### src/rtl/period_meter.sv
// Period meter: measures rising-edge-to-rising-edge period and high time of an
// asynchronous input in base-clock cycles, and flags an input that stops toggling.
module period_meter #(
  parameter int CNT_W   = 32,
  parameter int TIMEOUT = 1000000
) (
  input  logic             clk_in,
  input  logic             rst,
  input  logic             sig_in,
  output logic [CNT_W-1:0] period,
  output logic [CNT_W-1:0] high_time,
  output logic             period_vld,
  output logic             stalled
);

  typedef enum logic {
    IDLE = 1'b0,
    MEAS = 1'b1
  } state_t;

  localparam logic [CNT_W-1:0] TIMEOUT_CNT = CNT_W'(TIMEOUT);
  localparam logic [CNT_W-1:0] CNT_ONE     = CNT_W'(1);

  state_t           state, state_next;
  logic             sync_meta;
  logic             sig_s;
  logic             sig_d;
  logic             rise;
  logic [CNT_W-1:0] pcnt, pcnt_next;
  logic [CNT_W-1:0] hcnt, hcnt_next;
  logic [CNT_W-1:0] period_next;
  logic [CNT_W-1:0] high_time_next;
  logic             period_vld_next;
  logic             stalled_next;

  // Two-flop synchroniser plus a delayed copy for rising-edge detection.
  always_ff @(posedge clk_in or posedge rst) begin
    if (rst) begin
      sync_meta <= 1'b0;
      sig_s     <= 1'b0;
      sig_d     <= 1'b0;
    end else begin
      sync_meta <= sig_in;
      sig_s     <= sync_meta;
      sig_d     <= sig_s;
    end
  end

  assign rise = sig_s & ~sig_d;

  always_ff @(posedge clk_in or posedge rst) begin
    if (rst) begin
      state <= IDLE;
    end else begin
      state <= state_next;
    end
  end

  always_comb begin
    state_next      = state;
    pcnt_next       = pcnt;
    hcnt_next       = hcnt;
    period_next     = period;
    high_time_next  = high_time;
    period_vld_next = 1'b0;
    stalled_next    = stalled;

    unique case (state)
      IDLE: begin
        pcnt_next = '0;
        hcnt_next = '0;
        // The first edge only opens a measurement window; nothing to report yet.
        if (rise) begin
          state_next   = MEAS;
          pcnt_next    = CNT_ONE;
          hcnt_next    = CNT_ONE;
          stalled_next = 1'b0;
        end
      end

      MEAS: begin
        if (rise) begin
          period_next     = pcnt;
          high_time_next  = hcnt;
          period_vld_next = 1'b1;
          pcnt_next       = CNT_ONE;
          hcnt_next       = CNT_ONE;
          stalled_next    = 1'b0;
        end else if (pcnt == TIMEOUT_CNT) begin
          // Give up on this window; last good result stays on the outputs.
          state_next   = IDLE;
          pcnt_next    = '0;
          hcnt_next    = '0;
          stalled_next = 1'b1;
        end else begin
          pcnt_next = pcnt + CNT_ONE;
          hcnt_next = hcnt + {{(CNT_W-1){1'b0}}, sig_s};
        end
      end

      default: begin
        state_next = IDLE;
        pcnt_next  = '0;
        hcnt_next  = '0;
      end
    endcase
  end

  always_ff @(posedge clk_in or posedge rst) begin
    if (rst) begin
      pcnt       <= '0;
      hcnt       <= '0;
      period     <= '0;
      high_time  <= '0;
      period_vld <= 1'b0;
      stalled    <= 1'b0;
    end else begin
      pcnt       <= pcnt_next;
      hcnt       <= hcnt_next;
      period     <= period_next;
      high_time  <= high_time_next;
      period_vld <= period_vld_next;
      stalled    <= stalled_next;
    end
  end

endmodule
### config.mk
export PLATFORM = sky130hd
export DESIGN_NAME = period_meter
export DESIGN_NICKNAME = d
export VERILOG_FILES = /design/src/rtl/period_meter.sv
export SDC_FILE = /design/constraint.sdc
export NUM_CORES = 1
export LEC_CHECK = 0
export ABC_AREA = 1
export CORE_ASPECT_RATIO = 0.7
export CORE_MARGIN = 1.5
export CORE_UTILIZATION = 46
export CTS_BUF_LIST = sky130_fd_sc_hd__clkbuf_8 sky130_fd_sc_hd__clkbuf_16
export CTS_CLUSTER_DIAMETER = 100
export DETAILED_ROUTE_END_ITERATION = 6
export PLACE_DENSITY = 0.65
export SLEW_MARGIN = 40
export SYNTH_ARGS = -nofsm -noshare
export SYNTH_HDL_FRONTEND = slang
export SYNTH_SLANG_ARGS = --single-unit
### constraint.sdc
create_clock -name clk_in -period 12.5 [get_ports clk_in]
set_input_delay 3.75 -clock clk_in [delete_from_list [all_inputs] [get_ports clk_in]]
set_output_delay 3.75 -clock clk_in [all_outputs]
set_load 0.01 [all_outputs]
== Word level (Yosys, flattened, before mapping) ==
Index checks and enable logic that the tools add are counted.

* Input bits: 3
* RAM bits: 0
* Logic and storage cells: 36
* Output and inout port bits: 66
* Bits in registers: 134
* Latch bits: 0
* Memories kept: 0
* Memory bits (read-only): 0

* Divide/modulo/power cells: 0
* Equal/unequal tests: 3
* Multipliers: 0
* Bitwise operators: 3
* Multiplexer cells: 16
* Reductions and logical operators: 2
* Magnitude comparators: 0
* Shift-type cells: 0
* Add/sub/neg operators: 2

{| class="wikitable"
|+ Operators with widths
! kind !! number
|-
| $mux 32 || 4
|-
| $pmux 32 s2 || 2
|-
| $add 32x1->32 || 1
|-
| $add 32x1->32 const B || 1
|-
| $eq 32x20->1 const B || 1
|-
| $mux 1 || 8
|-
| $pmux 1 s2 || 2
|-
| $reduce_and 2->1 || 2
|-
| $ne 3x1->1 const B || 1
|-
| $ne 2x2->1 const B || 1
|-
| $not 1->1 || 2
|-
| $and 1x1->1 || 1
|}

== Depth between registers and ports, before layout ==
* Depth in word-level cells: 4
* Mapped depth: 10
* Mapped depth without buffers: 9

== Worst setup path after synthesis ==
Ideal clock, no wire load.

* Path kind: flip-flop to output port
* Start point: register high_time[0]
* End point: output port high_time[0]
* Buffers on the path: 0
* Arrival: 385 ps
* Slack: 8365 ps
* Required time: 8750 ps
* Stages on the path, launching flop included: 1
* Path through: dfrtp_1

{| class="wikitable"
|+ RTL lines
! item !! RTL line !! text
|-
| start, declared || 11 || <nowiki>output logic [CNT_W-1:0] high_time,</nowiki>
|-
| start signal, assigned || 121 || <nowiki>high_time <= high_time_next;</nowiki>
|}

No word-level cell between the ends.

== Worst setup path in the final report ==
* Start point: register high_time[1]
* End point: output port high_time[1]

No word-level cell between the ends.

==> results summary <==
The CTS tree is yes. STA classifies the critical path endpoint as a primary output. The weighted congestion reported at the end of routability-driven placement is 0.910. After synthesis, flip-flops and latches occupy a little over 50% of the total area. The remaining max-slew budget at the tightest pin came out at 55.7%. The clock sink count is between 100 and 150.

On the worst path, the slowest cell contributes a delay of approximately 560 ps. The hold-fix buffer count after cts came out at 0. The number of setup buffers added after CTS came out at 0.

For the worst-skew pair, the clock arrives at the later sink with an insertion delay of 420 ps. The number of different library cells used by synthesis comes to 27. The number of setup violations in the final report is 0. The flip-flop cell with the highest count after synthesis is sky130_fd_sc_hd__dfrtp_1. The first-pass GRT wire length is 26.8 mm. The area added between synthesis and finish came out at 21.7%. The number of buffers created by CTS came out at 17. The final worst-path cycle share is 40.9%.

STA classifies the critical path startpoint as a flip-flop. The effective utilization at floorplan came out at a little under half. The largest net degree at the start of global routing came out at 87. By instance count, the leading cell after synthesis is sky130_fd_sc_hd__nand2_1. The path class of the lowest-slack min-delay path is flip-flop to flip-flop. The maximum number of buffers from clock root to sink came out at 2.

The fmax is roughly 200 MHz. In this run the vertical extent of the chip is roughly 100 microns. The tree is rooted in a sky130_fd_sc_hd__clkbuf_16.

The category of cells accounting for the largest share of critical-path delay is buffers and inverters. The number of max-slew violations in the final report came out at 0. The maximum fanout encountered on the critical timing path is 2. The mean instance size in the synthesized netlist came out at 7.69 sq um. The flow ran to the end, and the final reports show no timing, DRC or antenna violations.

The analysis attributes to cell leakage a power of 0.00357 uW. The detailed-router iteration count before antenna repair is 6. The required time of the critical path is 8750 ps. The total of max-cap violations came out at 0. The worst clock skew on the final layout came out at slightly above 9 ps. The data arrival time of the worst path is approximately 1400 ps. After synthesis, the share of flip-flops with an asynchronous set or reset is 100%. The routed wire length came out at 16.1 mm. After detailed routing, the average wire length per cell comes to 14.1 microns.

Counting both buffers and inverters, the worst setup path holds a total of 1. The routed layout has 5576 vias. The flip-flop and latch count after synthesis is 134. The number of H-tree branching levels came out at 4. The synthesized instance count is 868. The total of warnings raised by yosys is 0.

Of the post-synthesis cell area, the dominant cell type holds 50.3%. The largest total area in the synthesized netlist belongs to sky130_fd_sc_hd__dfrtp_1. The via count of the first global-routing pass is 5146. The post-route netlist has 7.89% of its cells at a drive strength greater than 1. The type of the setup path with the least slack is flip-flop to primary output. The wire-length estimate of the detail-placed layout is 11.3 mm. The total standard cell area after synthesis is 0.00667 sq mm. For the pin with the worst max-slew slack, the measured transition is 664 ps. The total number of nets in the final design came out at roughly 950.

The number of vias per cell is 4.89. The post-layout minimum cycle time is approximately 5100 ps. The number of gates given a new drive strength after cts came out at 0. Ranked by total cell area, the synthesized netlist is headed by sky130_fd_sc_hd__dfrtp_1 (50%), sky130_fd_sc_hd__nand2_1 (15%), sky130_fd_sc_hd__nor2_1 (9.2%).

The count of endpoints failing hold in the final timing report came to 0. The maximum vdd ir drop came out at 0.100 mV. The clock transition time at the flip-flop clock pins of the worst setup and hold paths came out at roughly 60 ps.

The combined global-route utilization of all metal layers came out at 22.4%. The cell at the slowest stage of the critical path is sky130_fd_sc_hd__clkdlybuf4s50_1. The total DRC errors in the routed layout is 0.

The initial antenna violation count came out at 0. Setup repair after global routing left no endpoint under its margin. The signal on the critical path passes through clkdlybuf4s50_1. The number of instances in the placed design is 1109.

Row generation in the floorplan step produced 36 rows. The total grt overflow came out at 0. The die boundary width is 147 microns. The number of nets still failing antenna checks after routing is 0. The count of routing violations after the opening detailed-route iteration is 420. The standard cell core area came out at 0.0141 sq mm. The number of flops mapped to enable cells by yosys is 0. Synthesis produced a netlist with a net count of between 800 and 900. 0 antenna diodes ended up in the layout. In this run the power density over the cells is 136 mW/mm^2. During placement, the flow inserted port buffers numbering ~70. The total die area is 0.0152 sq mm. The count of pins on the block boundary came out at 69. By count the netlist is led by sky130_fd_sc_hd__nand2_1 (271), sky130_fd_sc_hd__nor2_1 (163), sky130_fd_sc_hd__dfrtp_1 (134). The number of inserted filler cells in the final layout came out at 1339. Summed over all failing endpoints, the final setup total negative slack is 0 ps. The final instance count without filler cells came out at 1141.
-- layout by cell type, fill, tap and decap left out, types with 3 or more instances in the layout --
cell type / netlist / final
sky130_fd_sc_hd__nor2_4: 13 / 13
sky130_fd_sc_hd__clkinvlp_4: 0 / 4
sky130_fd_sc_hd__inv_2: 5 / 4
sky130_fd_sc_hd__bufinv_16: 0 / 4
sky130_fd_sc_hd__nand2_1: 271 / 271
sky130_fd_sc_hd__nor3_1: 4 / 4
sky130_fd_sc_hd__o21ai_0: 38 / 38
sky130_fd_sc_hd__nand2_2: 8 / 8
sky130_fd_sc_hd__clkbuf_16: 0 / 17
sky130_fd_sc_hd__xor2_1: 19 / 19
sky130_fd_sc_hd__buf_4: 1 / 3
sky130_fd_sc_hd__o21ai_1: 20 / 20
sky130_fd_sc_hd__nand2_4: 3 / 3
sky130_fd_sc_hd__ha_1: 4 / 4
sky130_fd_sc_hd__dfrtp_1: 134 / 134
sky130_fd_sc_hd__nor2_2: 11 / 11
sky130_fd_sc_hd__clkdlybuf4s50_1: 0 / 68
sky130_fd_sc_hd__inv_1: 80 / 81
sky130_fd_sc_hd__a21oi_1: 13 / 13
sky130_fd_sc_hd__nor2_1: 163 / 163
sky130_fd_sc_hd__nand3_1: 54 / 54
-- routing by layer --
layer | track usage [%] | vias to the layer above | part of all wire, %
li1 | - | 2821 | -
met1 | 37.9 | 2586 | 57
met2 | 27.8 | 157 | 37
met3 | 4.98 | 12 | 5.6
met4 | 5.86 | 0 | 0.86
met5 | 0 | - | 0
-- power by group --
group	leakage [uW]	switching (uW)	internal, uW
combinational	0.00143	56.2	35.8
sequential	0.00184	19.8	454
clock	0.000304	191	343
-- logic make-up (layout without fill, tap and decap cells) --
kind of cell	after synthesis	count (layout)	share of synthesized area, %
adder cells (fa/ha/maj)	4	4	0.750
AND/OR/NAND/NOR	531	531	33.9
XOR/XNOR	21	21	2.76
AO/OA/AOI/OAI	73	73	5.53
buffers and inverters	105	188	6.83
flip-flops	134	134	50.3
-- path summary, 6_finish.rpt --
kind,from,end,slack (ps),cells past startpoint
worst min-delay path,sync_meta,sig_s,350,0
max in group asynchronous,rst,pcnt[21],7620,3
min in group asynchronous,rst,period_vld,3830,2
worst min register to register,sync_meta,sig_s,350,0
worst max-delay path,high_time[1],high_time[1],7390,1
worst max register to register,sig_s,period[30],9940,8
-- final cells by class --
| class | instances | area, sq um | share of cell area [%] |
|---|---|---|---|
| sequential | 134 | 3350 | 41.3 |
| multi-input combinational | 629 | 2860 | 35.3 |
| timing repair buffer | 71 | 703 | 8.66 |
| clock inverter | 13 | 180 | 2.22 |
| tap | 190 | 238 | 2.93 |
| inverter | 85 | 328 | 4.04 |
| clock buffer | 19 | 453 | 5.58 |
-- state kept, by name, indices dropped and copies added (netlist names) --
register and cells:
period_vld 1, state 1, pcnt 32, sig_d 1
period 32, high_time 32, sync_meta 1, stalled 1
hcnt 32, sig_s 1
-- per-stage QoR --
stage                     power [uW]  hold WS (ps)  util, %  area, sq um  setup slack, ps
after detailed placement         573           336     53.2         7480             6990
after global placement           572           334     53.2         7480             6980
after global routing            1140           353     57.8         8120             7350
after CTS                       1110           349     57.7         8120             7360
after floorplan                  537           331        -         6670             5170
final                           1100           348     57.8         8120             7390
No activity file was read; power rests on OpenSTA's default activity.
